===== config.mk =====
export PLATFORM = sky130hd
export DESIGN_NAME = rob_retire_ctrl
export DESIGN_NICKNAME = d
export VERILOG_FILES = /design/src/rtl/rob_retire_ctrl.sv
export SDC_FILE = /design/constraint.sdc
export NUM_CORES = 1
export LEC_CHECK = 0
export ABC_AREA = 1
export BUFFER_PORTS_ARGS = -buffer_cell sky130_fd_sc_hd__buf_4
export CORE_MARGIN = 4
export CORE_UTILIZATION = 29
export DETAILED_ROUTE_END_ITERATION = 7
export PLACE_DENSITY = 0.95
export SLEW_MARGIN = 30
export SYNTH_ARGS = -nofsm -noshare
export SYNTH_HDL_FRONTEND = slang
export SYNTH_SLANG_ARGS = --single-unit

===== constraint.sdc =====
create_clock -name clock -period 3.7 [get_ports clock]
set_input_delay 0.555 -clock clock [delete_from_list [all_inputs] [get_ports clock]]
set_output_delay 0.555 -clock clock [all_outputs]
set_load 0.005 [all_outputs]

===== src/rtl/rob_retire_ctrl.sv =====
// In-order ROB retirement controller: up to 3 entries per cycle, store commit handshake, mispredict squash.
// Optional RETIRE_PERF_CNT_EN adds a 32-bit retired-instruction counter output.
`ifndef PR
`define PR 6
`endif

module rob_retire_ctrl (
  input  logic                  clock,
  input  logic                  reset,
  input  logic [2:0]            head_valid,
  input  logic [2:0]            head_completed,
  input  logic [2:0]            head_is_store,
  input  logic [2:0]            head_mispred,
  input  logic [2:0][`PR-1:0]   head_Tnew,
  input  logic [2:0][`PR-1:0]   head_Told,
  input  logic [2:0][4:0]       head_arch_reg,
  input  logic                  st_commit_ack,
  output logic [1:0]            retire_num,
  output logic [2:0]            retire_valid,
  output logic [2:0]            amt_wr_en,
  output logic [2:0][4:0]       amt_wr_idx,
  output logic [2:0][`PR-1:0]   amt_wr_tag,
  output logic [2:0]            free_en,
  output logic [2:0][`PR-1:0]   free_tag,
  output logic                  st_commit_req,
  output logic                  squash
`ifdef RETIRE_PERF_CNT_EN
  ,
  output logic [31:0]           retired_count
`endif
);

  typedef enum logic [1:0] {
    RUN,
    STORE_WAIT,
    SQUASH
  } state_t;

  state_t state, state_next;

  logic can_retire;
  logic store_ok;
  logic alive;
  logic store_hit;
  logic mispred_hit;

  // Retire chain: stops at the first blocked way, unacknowledged store or mispredict.
  always_comb begin
    retire_valid = '0;
    store_hit    = 1'b0;
    mispred_hit  = 1'b0;
    alive        = 1'b1;
    can_retire   = 1'b0;
    store_ok     = 1'b0;
    case (state)
      RUN:        can_retire = 1'b1;
      STORE_WAIT: begin
        can_retire = st_commit_ack;
        store_ok   = st_commit_ack;
      end
      default:    can_retire = 1'b0;
    endcase
    for (int unsigned i = 0; i < 3; i++) begin
      if (alive && can_retire) begin
        if (!(head_valid[i] && head_completed[i])) begin
          alive = 1'b0;
        end else if (head_is_store[i] && !(i == 0 && store_ok)) begin
          store_hit = 1'b1;
          alive     = 1'b0;
        end else begin
          retire_valid[i] = 1'b1;
          if (head_mispred[i]) begin
            mispred_hit = 1'b1;
            alive       = 1'b0;
          end
        end
      end
    end
    if (reset) begin
      retire_valid = '0;
      store_hit    = 1'b0;
      mispred_hit  = 1'b0;
    end
  end

  always_comb begin
    retire_num = {1'b0, retire_valid[0]} + {1'b0, retire_valid[1]} + {1'b0, retire_valid[2]};
    amt_wr_idx = head_arch_reg;
    amt_wr_tag = head_Tnew;
    free_tag   = head_Told;
    amt_wr_en  = '0;
    free_en    = '0;
    for (int unsigned i = 0; i < 3; i++) begin
      amt_wr_en[i] = retire_valid[i] && (head_arch_reg[i] != '0);
      free_en[i]   = retire_valid[i];
    end
  end

  always_comb begin
    state_next = state;
    case (state)
      RUN, STORE_WAIT: begin
        if (state == STORE_WAIT && !st_commit_ack)
          state_next = STORE_WAIT;
        else if (mispred_hit)
          state_next = SQUASH;
        else if (store_hit)
          state_next = STORE_WAIT;
        else
          state_next = RUN;
      end
      default: state_next = RUN;
    endcase
  end

  // Request/flush are registered copies of the state being entered.
  always_ff @(posedge clock) begin
    if (reset) begin
      state         <= RUN;
      st_commit_req <= 1'b0;
      squash        <= 1'b0;
    end else begin
      state         <= state_next;
      st_commit_req <= (state_next == STORE_WAIT);
      squash        <= (state_next == SQUASH);
    end
  end

`ifdef RETIRE_PERF_CNT_EN
  always_ff @(posedge clock) begin
    if (reset)
      retired_count <= '0;
    else
      retired_count <= retired_count + {30'd0, retire_num};
  end
`endif

endmodule

==> metrics.txt, run 1 <==
Seq/Total Area, Yosys a little over a tenth; Worst Tran Pin Value about 0.31 ns; Post-route DRC 0; CTS Sinks 4; drt pass-1 iters 4; met2 routed WL slightly below 900 um; initial DRC count 4; HP Class flop to flop; Root Driver clkbuf_4; beginning of the critical path st_commit_ack; wire length per cell 11.9 um; r2r setup slk 2.51 ns; post-synth net total around 180; count of final hold-check violations 0; crit path DAT about 2 ns; dominant cell type by area after synthesis buf_4; IO Pins 130; IO Port Bufs 57; pwr/cell area approximately 190 nW/um^2; hpwl dp approximately 1600 um; Hold WS 0.521 ns; highest clock rate a little under 400 MHz; Antenna diodes 0; Setup crit start kind input port; number of max-cap violations 0; Post-Route WL 1730 um; dominant cells by area after synthesis buf_4, dfxtp_1, inv_1; clock skew ~0.00042 ns; GPL Wtd Cong 0.730; post_cts resized 0; largest net degree at the start of global routing 7; Yosys cell types 17; worst reg2reg path startpoint state[1]; vias per inst 4.07; Period minus WS final roughly 2.5 ns; critical path type input port to primary output; Clock transition at path regs ~0.040 ns; max-slew violations 0; fraction of layout cells with a size suffix above 1 about three fifths; DR top layer met4; CP Data Required Time about 3.1 ns; initial antenna violation count 0; Post-CTS Setup Inserts 0; total gr overflow 0; antenna-violating nets left 0; outcome complete, no violations; Total GRT Usage 8.84%; Hold-fix buffers, CTS 0; leakage roughly 0.48 nW; fill cell count 279; Final setup viols 0; die area between 3000 and 4000 sq um; Final Cycle Share 68.6%; clk_lat worst skew 0.23 ns; RSZ-0062 raised after global routing false; H-Tree Depth 1; FF-to-FF path depth 7; die height 59.1 um; area grow syn2layout 10.9%; post-layout util between 30% and 40%; DR vias 590; cts bufs inserted 3; setup TNS 0 ns; num rows 18; pre-CTS setup slack 1.13 ns; slew margin rel. between 70% and 80%; Clock Path Buffers 2; flops & latches, synth 4; Worst Path Max Fanout 4; post-synth top area share a little over half; initial core utilization between 30% and 40%; reg-to-reg critical path endpoint squash; Setup crit end kind primary output; metal1 wirelength ~500 um; cells after synthesis around 110; Core Region roughly 2500 sq um; vias in the first global route between 500 and 600; CTS tree yes; Die Wd 59.1 um; first-pass GRT wire length 2320 um; syn_area_per_cell between 6 and 7 sq um; Final WS setup 1.16 ns; Layout Nets roughly 180; synth warn 0; area of the mapped netlist approximately 760 sq um; Met3 Routed Length between 200 and 300 um; end point of the critical path retire_num[0]; Max rail drop VDD between 100 and 150 uV
## worst max-delay path, stage by stage
cell and delay (ns):
buf_4 0.08, inv_1 0.04, nand2_2 0.06, nand2_2 0.06, nor2_4 0.11, nand3_2 0.09, nor2_4 0.11, inv_1 0.07
nor2_1 0.21, fa_1 0.45, buf_4 0.14
## cells by family after synthesis
logic type,Yosys count,synth area share [%]
compound gates,4,3.97
flops,4,10.6
buf+inv,65,59.0
simple gates,35,23.8
fa+ha+maj,1,2.64
## state kept, by name, summed over array words and instances, names as in the netlist
name           count
st_commit_req      1
state              2
squash             1
## layout make-up
class	instances	area (sq um)	share of cell area [%]
flip-flops and latches	4	80.1	9.54
multi-input cells	40	230	27.4
inverters	11	41.3	4.92
repair buffers	57	428	51.0
well taps	30	37.5	4.47
clock buffers	3	22.5	2.68
## stage by stage
step                instance area [sq um]  total power [W]  cells
floorplan                             757         0.000104    109
global placement                      817         0.000105    142
detailed placement                    817         0.000106    142
CTS                                   840         0.000161    145
global route                          840         0.000168    145
finish                                840         0.000157    145
## per-layer routing
metal | global-route usage [%] | vias up
met5 | 0 | -
li1 | - | 295
met3 | 5.01 | 6
met4 | 5.18 | 0
met2 | 15.3 | 39
met1 | 7.98 | 250
## cell usage in the layout (no fill, tap or decap), types with 2 or more instances in the layout
| cell | instances |
|---|---|
| buf_4 | 57 |
| nand2_1 | 10 |
| inv_1 | 10 |
| nor2_1 | 8 |
| nand3_1 | 5 |
| nor3_1 | 4 |
| dfxtp_1 | 4 |
| nand2_2 | 3 |
| clkbuf_4 | 3 |
| nor2_4 | 2 |
| nand3_2 | 2 |
## worst min path at each step
| stage | end | depth (start not counted) | start | slack, ns |
|---|---|---|---|---|
| floorplan | st_commit_req | 3 | state[1] | 0.48 |
| finish | state[0] | 3 | state[1] | 0.52 |
| detailed placement | st_commit_req | 3 | state[1] | 0.52 |
| global route | state[1] | 3 | head_mispred[2] | 0.53 |
| global placement | state[0] | 3 | state[1] | 0.51 |
| CTS | state[1] | 3 | head_mispred[2] | 0.52 |
## cell usage after synthesis
cell type and instances:
buf_4 54, inv_1 10, nand2_1 10, nor2_1 8, nand3_1 5, dfxtp_1 4
nor3_1 4, nand2_2 3, nand3_2 2, nor2_4 2, a211oi_1 1, a211oi_2 1
a21oi_1 1, fa_1 1, inv_2 1, nand4_1 1, o21ai_0 1
## report_power, final
| part | switching [W] | internal, W |
|---|---|---|
| clock network | 0.0000164 | 0.0000362 |
| logic | 0.0000222 | 0.0000365 |
| registers | 0.000000602 | 0.0000448 |
Power figures use the tool's default switching activity.
==> inputs of run 2 (changes only) <==
--- a/config.mk
+++ b/config.mk
@@ -8,9 +8,9 @@
 export ABC_AREA = 1
 export BUFFER_PORTS_ARGS = -buffer_cell sky130_fd_sc_hd__buf_4
 export CORE_MARGIN = 4
-export CORE_UTILIZATION = 29
+export CORE_UTILIZATION = 27
 export DETAILED_ROUTE_END_ITERATION = 7
-export PLACE_DENSITY = 0.95
+export PLACE_DENSITY = 0.91
 export SLEW_MARGIN = 30
 export SYNTH_ARGS = -nofsm -noshare
 export SYNTH_HDL_FRONTEND = slang
==> constraint.sdc (replaced) <==
create_clock -name clock -period 2.4 [get_ports clock]
set_input_delay 0.36 -clock clock [delete_from_list [all_inputs] [get_ports clock]]
set_output_delay 0.36 -clock clock [all_outputs]
set_load 0.005 [all_outputs]
==> metrics.txt, run 2 (synthesized netlist as in run 1, its figures left out) <==
outcome complete, no violations; Core Region around 2600 sq um; crit path DAT between 1.5 and 2 ns; most common cell after layout, fill and taps aside buf_4; cts bufs inserted 3; area of the multi-input gates ~230 sq um; Post-route DRC 0; biggest regs state (2), squash (1), st_commit_req (1); highest clock rate between 400 and 500 MHz; critical path type flop to primary output; crit-path cells inv_1 > nand3_1 > nand2_1 > nand3_2 > nor2_4 > inv_1 > nor2_2 > fa_1 > buf_4; Clock transition at path regs around 0.04 ns; die height 61.0 um; H-Tree Depth 1; CP bufs+invs 3; CTS Sinks 4; hpwl dp approximately 1500 um; first-pass GRT wire length ~2200 um; RSZ-0062 raised after global routing false; total power draw between 0.0002 and 0.00025 W; post-layout util about 33%; CTS tree yes; pwr/cell area around 280 nW/um^2; Final setup viols 0; largest net degree at the start of global routing 7; HP Class input port to flop; Reg area between 80 and 90 sq um; CP top delay family simple AND/OR/NAND/NOR gates; number of max-cap violations 0; post_cts resized 0; Post-Route WL ~1700 um; CP peak stage delay roughly 0.44 ns; leakage between 0.4 and 0.5 nW; wire length per cell around 11 um; Worst Tran Pin Value about 0.21 ns; most frequent cells in the layout buf_4, nand2_1, inv_1; max reg flops 2; Final Cycle Share just over 90%; Worst Path Max Fanout 3; initial antenna violation count 0; fraction of layout cells with a size suffix above 1 between 60% and 70%; num rows 18; die area approximately 3700 sq um; Setup crit end kind primary output; count of final hold-check violations 0; Setup crit start kind flop; max-slew violations 0; vias per inst approximately 4; IO Port Bufs 57; Period minus WS final 2.23 ns; Most common cell on crit path inv_1; antenna-violating nets left 0; Antenna diodes 0; Max rail drop VDD 319 uV; Die Wd roughly 61 um; largest reg by FF count state; CP Data Required Time 2.04 ns; vias in the first global route between 500 and 600; setup TNS 0 ns; initial core utilization 29.5%; drt pass-1 iters 4; area grow syn2layout 12.2%; DR vias about 600; Clock Path Buffers 2; Total GRT Usage under 10%; clk_lat worst skew 0.23 ns; Post-CTS Setup Inserts 0; Crit-path slowest cell fa_1; Layout Nets between 150 and 200; fill cell count about 290; clock skew roughly 0.0037 ns; initial DRC count 11; slew margin rel. between 80% and 90%; total gr overflow 0; Hold-fix buffers, CTS 0; GPL Wtd Cong just over 0.7; IO Pins 130; Root Driver clkbuf_4
## run 2: layer usage
layer / share of wire (%) / up-vias / track usage (%)
met5: 0 / - / 0
met4: 0.78 / 0 / 1.24
met3: 16 / 6 / 4.89
met2: 51 / 42 / 14.4
met1: 31 / 246 / 7.72
li1: - / 298 / -
## run 2: where the power goes
group,total (W),switching [W],internal [W]
Combinational,0.0000907,0.0000339,0.0000568
Sequential,0.0000698,0.000000806,0.0000690
Clock,0.0000805,0.0000247,0.0000557
Total,0.000241,0.0000594,0.000182
## run 2: stage by stage
stage | area (sq um) | instances | worst slack [ns] | hold WS (ns)
after global routing | 850 | 146 | 0.0107 | 0.344
after detailed placement | 825 | 143 | 0.186 | 0.522
after CTS | 847 | 146 | 0.0555 | 0.328
after floorplan | 757 | 109 | 0.505 | 0.467
final | 850 | 146 | 0.172 | 0.331
after global placement | 825 | 143 | 0.270 | 0.514
## run 2: cell type report
cell class,instances,area share [%]
Clock buffer,3,2.65
Multi-Input combinational cell,40,27.4
Inverter,11,4.86
Tap cell,30,4.42
Sequential cell,4,9.43
Timing Repair Buffer,58,51.3
## run 2: worst min-delay path: stages
cell and delay, ns:
buf_4 0.08, nand2_2 0.05, nand2_1 0.04
## run 2: path summary, 6_finish.rpt
check                           slack (ns)  depth (start not counted)       endpoint       startpoint
worst min-delay path                  0.33                          3       state[1]  head_mispred[2]
worst max-delay path                  0.17                          9  retire_num[0]         state[1]
worst min register to register        0.53                          3       state[0]         state[1]
worst max register to register        1.19                          8         squash         state[1]
==> inputs of run 3 (changes only) <==
--- a/config.mk
+++ b/config.mk
@@ -5,10 +5,11 @@
 export SDC_FILE = /design/constraint.sdc
 export NUM_CORES = 1
 export LEC_CHECK = 0
-export ABC_AREA = 1
+export ABC_AREA = 0
 export BUFFER_PORTS_ARGS = -buffer_cell sky130_fd_sc_hd__buf_4
+export CORE_ASPECT_RATIO = 0.75
 export CORE_MARGIN = 4
-export CORE_UTILIZATION = 27
+export CORE_UTILIZATION = 26
 export DETAILED_ROUTE_END_ITERATION = 7
 export PLACE_DENSITY = 0.91
 export SLEW_MARGIN = 30
==> metrics.txt, run 3 <==
outcome finished, violations left; failing checks setup timing; ys async rst share 0%; crit path DAT roughly 2 ns; Core Region 2620 sq um; Hold WS 0.348 ns; die area roughly 3700 sq um; most common cell after layout, fill and taps aside buf_4; Post-route DRC 0; Setup crit start kind flop; Yosys cell types 21; post-synth top area share 56.6%; clk_lat worst skew around 0.22 ns; flops & latches, synth 4; biggest regs state (2), squash (1), st_commit_req (1); fill cell count 276; Setup crit end kind primary output; vias per inst 4.17; Clock transition at path regs around 0.030 ns; GPL Wtd Cong between 0.7 and 0.8; Worst Tran Pin Value around 0.37 ns; DR vias 601; Die Wd between 60 and 70 um; IO Pins 130; initial DRC count 0; initial antenna violation count 0; HP Class input port to flop; dominant cells by area after synthesis buf_4, dfxtp_1, o21a_1; EDFF count, synth 0; Total GRT Usage about a tenth; largest net degree at the start of global routing 6; first-pass GRT wire length 2490 um; antenna-violating nets left 0; number of max-cap violations 0; total power draw around 0.00031 W; CP bufs+invs 1; vias in the first global route a little under 600; pwr/cell area approximately 330 nW/um^2; Final setup viols 1; Seq/Total Area, Yosys between 10% and 20%; Worst Path Max Fanout 4; highest clock rate between 400 and 500 MHz; critical path type flop to primary output; CP Data Required Time 2.04 ns; fraction of layout cells with a size suffix above 1 about three quarters; Hold-fix buffers, CTS 0; area of the mapped netlist around 720 sq um; top cells by count, synth buf_4, dfxtp_1, inv_1, nor2_1; Final Cycle Share 101%; CTS Sinks 4; CP top delay family simple AND/OR/NAND/NOR gates; Post-Route WL 1730 um; Root Driver clkbuf_8; die height 53.4 um; max-slew violations 0; Antenna diodes 0; max reg flops 2; most frequent cells in the layout buf_4, inv_1, nor2_1, o21a_1, clkbuf_8; r2r setup slk between 0.8 and 0.9 ns; Crit-path slowest cell or4_4; num rows 16; wire length per cell 12.0 um; post-synth net total 159; total gr overflow 0; cts bufs inserted 3; RSZ-0062 raised after global routing true; count leader, synth buf_4; pre-CTS setup slack -0.101 ns; drt pass-1 iters 1; cells after synthesis between 90 and 100; CTS tree yes; hpwl dp roughly 1500 um; Final WS setup -0.0162 ns; largest reg by FF count state; synth warn 0; syn_area_per_cell 7.78 sq um; H-Tree Depth 1; area grow syn2layout 31.6%; leakage a little under 0.5 nW; crit-path cells nor2_4 > nand3_2 > or4_4 > nor3_4 > fa_1 > buf_4; CP peak stage delay between 0.5 and 0.6 ns; Layout Nets approximately 180; count of final hold-check violations 0; Max rail drop VDD 177 uV; Top FF cell, synth dfxtp_1; slew margin rel. between 70 and 80%; Period minus WS final between 2 and 2.5 ns; IO Port Bufs 57; dominant cell type by area after synthesis buf_4; initial core utilization 27.3%; clock skew around 0.00032 ns; Clock Path Buffers 2
run 3: cell type report:
cell class,count,area (sq um),area share (%)
Multi-Input combinational cell,30,251,26.7
Inverter,4,15.0,1.59
Clock buffer,3,41.3,4.38
Sequential cell,4,82.6,8.76
Timing Repair Buffer,67,507,53.8
Tap cell,36,45.0,4.78
run 3: per-layer routing:
| layer | share of wire [%] | global-route usage [%] | wire length, um | vias to the layer above |
|---|---|---|---|---|
| met5 | 0 | 0 | 0 | - |
| li1 | - | - | - | 285 |
| met4 | 2.4 | 7.26 | 41 | 0 |
| met1 | 32 | 9.34 | 548 | 265 |
| met3 | 14 | 5.52 | 251 | 6 |
| met2 | 51 | 14.4 | 890 | 45 |
run 3: through the flow:
stage                     cell area (sq um)  setup TNS (ns)  utilization (%)  std cells
after floorplan                         716               0                -         92
final                                   942         -0.0162             35.9        144
after global routing                    942          -0.112             35.9        144
after CTS                               922         -0.0452             35.2        143
after global placement                  828         -0.0244             31.6        137
after detailed placement                828          -0.101             31.6        137
run 3: final timing paths:
path,start,to,cells past startpoint
min,reset,state[0],2
min reg2reg,state[1],state[0],1
max,state[1],retire_num[0],6
max reg2reg,state[1],st_commit_req,4
run 3: where the power goes:
| part | switching (W) | total (W) | internal [W] |
|---|---|---|---|
| combinational | 0.0000334 | 0.0000957 | 0.0000623 |
| sequential | 0.00000127 | 0.0000704 | 0.0000691 |
| clock | 0.0000356 | 0.000143 | 0.000107 |
run 3: worst register-to-register path: cells and delay by family (launching register included):
family / cells / cell delay (ns)
compound gates: 3 / 0.93
flops: 1 / 0.33
simple gates: 1 / 0.17
run 3: cells by family after synthesis:
family | share of synthesized area [%]
buffers and inverters | 58.7
adders and majority gates | 2.80
and+or+nand+nor | 14.9
DFF | 11.2
AOI/OAI and AO/OA | 12.4
run 3: what timing repair did:
item,4_1_cts,5_1_grt
pin swaps,4,4
resized for setup,9,4
setup buffers,3,1
endpoints found under the setup margin,1,1
